[config.mk]
export PLATFORM = sky130hd
export DESIGN_NAME = burst_cycle_counter
export DESIGN_NICKNAME = d
export VERILOG_FILES = /design/src/rtl/wrap_counter.sv /design/src/rtl/burst_cycle_counter.sv
export SDC_FILE = /design/constraint.sdc
export NUM_CORES = 1
export LEC_CHECK = 0
export BUFFER_PORTS_ARGS = -buffer_cell sky130_fd_sc_hd__buf_2
export CAP_MARGIN = 10
export CORE_MARGIN = 2
export CORE_UTILIZATION = 50
export DETAILED_ROUTE_END_ITERATION = 8
export GPL_TIMING_DRIVEN = 0
export MAX_ROUTING_LAYER = met4
export PLACE_DENSITY_LB_ADDON = 0.2
export SLEW_MARGIN = 30
export SYNTH_ARGS = -nofsm -noshare
export SYNTH_HDL_FRONTEND = slang
export SYNTH_SLANG_ARGS = --single-unit
[constraint.sdc]
create_clock -name clk -period 3.7 [get_ports clk]
set_input_delay 0 -clock clk [delete_from_list [all_inputs] [get_ports clk]]
set_output_delay 0 -clock clk [all_outputs]
set_load 0.05 [all_outputs]
[src/rtl/wrap_counter.sv]
// Up-counter that rolls back to zero after reaching max; wrap marks the
// enabled clock on which that rollover happens.
module wrap_counter #(
  parameter int WIDTH = 8
) (
  input  logic             clk,
  input  logic             resetn,
  input  logic             clr,
  input  logic             en,
  input  logic [WIDTH-1:0] max,
  output logic [WIDTH-1:0] count,
  output logic             wrap
);

  localparam logic [WIDTH-1:0] ONE  = WIDTH'(1);
  localparam logic [WIDTH-1:0] ZERO = WIDTH'(0);

  logic [WIDTH-1:0] r_count;

  assign wrap  = en && (r_count == max);
  assign count = r_count;

  always_ff @(posedge clk or negedge resetn) begin
    if (!resetn) begin
      r_count <= ZERO;
    end else if (clr) begin
      r_count <= ZERO;
    end else if (wrap) begin
      r_count <= ZERO;
    end else if (en) begin
      r_count <= r_count + ONE;
    end else begin
      r_count <= r_count;
    end
  end

endmodule

[src/rtl/burst_cycle_counter.sv]
// Counts runs of n_cycles slow cycles of (count_max+1) enabled clocks each,
// single-shot or continuous, with settings latched only at run boundaries.
module burst_cycle_counter #(
  parameter int FAST_COUNT_WIDTH = 10,
  parameter int SLOW_COUNT_WIDTH = 16
) (
  input  logic                        clk,
  input  logic                        resetn,
  input  logic                        sclr,
  input  logic                        clken,
  input  logic                        start,
  input  logic                        continuous,
  input  logic [FAST_COUNT_WIDTH-1:0] count_max,
  input  logic [SLOW_COUNT_WIDTH-1:0] n_cycles,
  output logic [FAST_COUNT_WIDTH-1:0] fast_count,
  output logic [SLOW_COUNT_WIDTH-1:0] slow_count,
  output logic                        end_cycle,
  output logic                        end_run,
  output logic                        busy
);

  localparam logic ST_IDLE = 1'b0;
  localparam logic ST_RUN  = 1'b1;

  localparam logic [SLOW_COUNT_WIDTH-1:0] SLOW_ONE  = SLOW_COUNT_WIDTH'(1);
  localparam logic [SLOW_COUNT_WIDTH-1:0] SLOW_ZERO = SLOW_COUNT_WIDTH'(0);
  localparam logic [FAST_COUNT_WIDTH-1:0] FAST_ZERO = FAST_COUNT_WIDTH'(0);

  logic                        r_state;
  logic                        w_next_state;
  logic [FAST_COUNT_WIDTH-1:0] r_cm_q;
  logic [SLOW_COUNT_WIDTH-1:0] r_nc_q;
  logic [SLOW_COUNT_WIDTH-1:0] w_slow_max;
  logic                        r_end_cycle;
  logic                        r_end_run;
  logic                        w_fast_en;
  logic                        w_fast_wrap;
  logic                        w_slow_wrap;
  logic                        w_load;

  // nc_q == 0 underflows to all ones, giving the full 2^SLOW_COUNT_WIDTH cycles
  assign w_slow_max = r_nc_q - SLOW_ONE;

  wrap_counter #(.WIDTH(FAST_COUNT_WIDTH)) u_fast (
    .clk    (clk),
    .resetn (resetn),
    .clr    (sclr),
    .en     (w_fast_en),
    .max    (r_cm_q),
    .count  (fast_count),
    .wrap   (w_fast_wrap)
  );

  wrap_counter #(.WIDTH(SLOW_COUNT_WIDTH)) u_slow (
    .clk    (clk),
    .resetn (resetn),
    .clr    (sclr),
    .en     (w_fast_wrap),
    .max    (w_slow_max),
    .count  (slow_count),
    .wrap   (w_slow_wrap)
  );

  always_ff @(posedge clk or negedge resetn) begin
    if (!resetn) begin
      r_state <= ST_IDLE;
    end else if (sclr) begin
      r_state <= ST_IDLE;
    end else begin
      r_state <= w_next_state;
    end
  end

  always_comb begin
    w_next_state = r_state;
    case (r_state)
      ST_IDLE: begin
        if (start) w_next_state = ST_RUN;
        else       w_next_state = ST_IDLE;
      end
      ST_RUN: begin
        if (w_slow_wrap && !continuous) w_next_state = ST_IDLE;
        else                            w_next_state = ST_RUN;
      end
      default: w_next_state = ST_IDLE;
    endcase
  end

  // Shadows reload on a start from IDLE or on a continuous run boundary
  always_comb begin
    w_fast_en = 1'b0;
    w_load    = 1'b0;
    case (r_state)
      ST_IDLE: begin
        w_fast_en = 1'b0;
        w_load    = start;
      end
      ST_RUN: begin
        w_fast_en = clken;
        w_load    = w_slow_wrap && continuous;
      end
      default: begin
        w_fast_en = 1'b0;
        w_load    = 1'b0;
      end
    endcase
  end

  always_ff @(posedge clk or negedge resetn) begin
    if (!resetn) begin
      r_cm_q      <= FAST_ZERO;
      r_nc_q      <= SLOW_ZERO;
      r_end_cycle <= 1'b0;
      r_end_run   <= 1'b0;
    end else if (sclr) begin
      r_cm_q      <= FAST_ZERO;
      r_nc_q      <= SLOW_ZERO;
      r_end_cycle <= 1'b0;
      r_end_run   <= 1'b0;
    end else begin
      if (w_load) begin
        r_cm_q <= count_max;
        r_nc_q <= n_cycles;
      end else begin
        r_cm_q <= r_cm_q;
        r_nc_q <= r_nc_q;
      end
      r_end_cycle <= w_fast_wrap;
      r_end_run   <= w_slow_wrap;
    end
  end

  assign end_cycle = r_end_cycle;
  assign end_run   = r_end_run;
  assign busy      = (r_state == ST_RUN);

endmodule

==> impl_metrics.csv <==
group,metric,value,unit
critical_path,rr_worst_depth,9,
clock_tree,clock-root-buffer,"clkbuf_8",
yosys,synth_top_area_share,37.5,%
yosys,synthTopCellsByArea,"dfrtp_1 (38%), nand2b_1 (9.4%), mux2i_1 (7.6%)",
clock_tree,cts.sinks,55,
floorplanning,rows,31,
worst_hold_path,hold_path.class,"in -> reg",
floorplanning,chipHeight,89.6,um
detailed_routing,finalWirelength,9140,um
clock_tree,clk_latency,0.31,ns
power_and_ir_drop,swShare,29.0,%
timing,fin_skew,0.0100,ns
timing,fmax,276,MHz
critical_path,critPathKind,"reg -> reg",
power_and_ir_drop,internal_power,0.999,mW
yosys,synth_warnings,0,
yosys,syn_area_per_cell,9.42,sq um
grt,grt_pass1_wl,14700,um
layout,stdcell_count,591,
worst_hold_path,min_delay_path_depth,4,
power_and_ir_drop,clockPowerShare,28.6,%
detailed_routing,dr.pass1.iters,4,
floorplanning,coreArea,7180,sq um
layout,nNetsFinal,527,
placement,gp_congestion,0.911,
layout,multi_input_area,2150,sq um
critical_path,start_kind,"register",
yosys,synth_nets,424,
grt,grt_max_degree,56,
layout,drive_above_1_share,22.8,%
critical_path,critPathRequiredTime,3.90,ns
power_and_ir_drop,leakagePower,2.17,nW
critical_path,crit_path_end_kind,"register",
floorplanning,ioPinCount,61,
clock_tree,cts_max_path_buffers,2,
timing,finalCritPeriodShare,97.8,%
yosys,netlist_instances,389,
yosys,synth.distinct_cells,57,
layout,ff_latch_area,1380,sq um
yosys,synth_edf_count,0,
yosys,synth_top_area_cell,"dfrtp_1",
detailed_routing,post-route-drc-count,0,
layout,nFillCells,612,
timing,worst_slew_margin_rel,51.3,%
timing,rsz0062_at_grt,"no",
layout,syn_to_final_growth,26.3,%
power_and_ir_drop,vdd_drop_max,0.178,mV
floorplanning,die_w,89.6,um
detailed_routing,num_vias,3219,
grt,antenna_found_initial,0,
floorplanning,dieArea,8030,sq um
timing,finalHoldViolations,0,
power_and_ir_drop,power_switching,0.409,mW
grt,grt_pass1_vias,3106,
detailed_routing,routedWlPerCell,15.5,um
job,maxCapViolCount,0,
yosys,ys_seq_elements,55,
grt,grt_overflow,0,
yosys,synthTopCellsByCount,"dfrtp_1 (55), nand2b_1 (55), mux2i_1 (28), xor2_1 (27), nor2_1 (20)",
timing,slew_viol_final,0,
power_and_ir_drop,power_density,304,nW/um^2
power_and_ir_drop,combPwrFrac,25.3,%
critical_path,arrival,3.82,ns
detailed_routing,viasPerCell,5.45,
critical_path,path_max_fanout,10,
clock_tree,cts_max_level,2,
yosys,synth_area,3670,sq um
detailed_routing,drtIter0Drc,238,
clock_tree,cts_inserted_buffers,5,
placement,placed_cells,548,
power_and_ir_drop,pwr-share-seq,46.1,%
placement,place_hpwl,6290,um
yosys,async_reset_ff_share,100,%
layout,antennaDiodeCount,0,
clock_tree,clk_pin_slew,0.10,ns
timing,layout_min_cycle_time,3.62,ns
outcome,outcome,"completed",
yosys,synth_flop_cell,"dfrtp_1",
timing,finalSetupViolCount,0,
clock_tree,cts_tree,"built",
grt,track_usage,24.3,%
timing,fin_tns_setup,0,ns
detailed_routing,drtAntennaViolNets,0,
yosys,ys_seq_area_share,37.5,%
placement,numPortBuffers,60,
timing,worstMarginPinSlew,0.720,ns
critical_path,regToRegSetupSlack,0.08,ns
floorplanning,initial_core_util,51.1,%
-- per-layer routing --
layer	vias to the layer above	wire (um)	track usage, %
met3	8	320	3.02
li1	1583	-	-
met2	79	4540	41.9
met4	0	74	4.34
met5	-	0	-
met1	1549	4210	31.2
-- layout by cell type, fill, tap and decap left out, drive strengths merged, types with 12 or more instances in the layout --
master        n
nor2         20
xnor2        13
dlygate4sd3  28
xor2         27
nand2b       55
mux2i        28
nor3         14
buf          75
dfrtp        55
inv          12
nand2        15
clkbuf       21
nand3        12
-- final timing paths --
| path | start | end |
|---|---|---|
| setup / recovery | r_nc_q[6] | r_nc_q[7] |
| hold / removal | clken | u_fast.count[1] |
| setup reg to reg | r_nc_q[6] | r_nc_q[7] |
| hold reg to reg | r_cm_q[5] | r_cm_q[5] |
| max in group asynchronous | resetn | r_nc_q[9] |
| min in group asynchronous | resetn | r_nc_q[2] |
-- final cells by class --
cell class	count	area share [%]
Buffer	20	3.03
Clock buffer	5	1.49
Clock inverter	2	0.811
Inverter	12	0.973
Multi-Input combinational cell	299	46.5
Sequential cell	55	29.9
Tap cell	99	2.67
Timing Repair Buffer	99	14.6
-- timing repair --
item,CTS,global route
buffers inserted,5,6
endpoints found under the hold margin,82,0
resized for setup,10,10
pin swaps,2,5
hold buffers,28,0
endpoints found under the setup margin,40,35
-- cells by family after synthesis --
logic type	share of synthesized area (%)
AOI/OAI and AO/OA	11.7
xor gates and xnor gates	10.2
adders and majority gates	1.02
buffers and inverters	4.95
DFF	37.5
muxes	7.65
and+or+nand+nor	27.0
-- registers in the layout, summed over array words and instances, names as in the netlist --
signal / flops
u_fast.count: 10
end_run: 1
end_cycle: 1
r_cm_q: 10
u_slow.count: 16
r_nc_q: 16
busy: 1
-- through the flow --
| stage | setup slack, ns | utilization, % | area [sq um] | hold slack, ns | power, mW |
|---|---|---|---|---|---|
| finish | 0.0804 | 64.5 | 4630 | 0.0281 | 1.41 |
| global route | 0.0171 | 64.5 | 4630 | 0.0295 | 1.47 |
| CTS | 0.0107 | 63.8 | 4580 | 0.0149 | 1.39 |
| detailed placement | -0.429 | 57.3 | 4110 | 0.106 | 0.955 |
| global placement | -0.367 | 57.2 | 4110 | 0.255 | 0.949 |
| floorplan | 0.0231 | - | 3680 | -0.296 | 0.874 |
-- power groups by stage --
stage          registers (mW)  logic [mW]  clock network [mW]
2_1_floorplan           0.659       0.214                   0
3_3_place_gp            0.658       0.292                   0
3_5_place_dp            0.658       0.298                   0
4_1_cts                 0.646       0.341               0.405
5_1_grt                 0.652       0.388               0.432
6_report                0.649       0.356               0.403
-- critical path, cell delays in order (launching register included) --
cell and delay [ns]:
dfrtp_2 0.49, or4_4 0.53, or3_4 0.42, or4b_4 0.49, a221o_1 0.38, or4_4 0.50, o31a_1 0.27, buf_6 0.14
buf_12 0.14, mux2i_2 0.14
No activity file was read; power rests on OpenSTA's default activity.
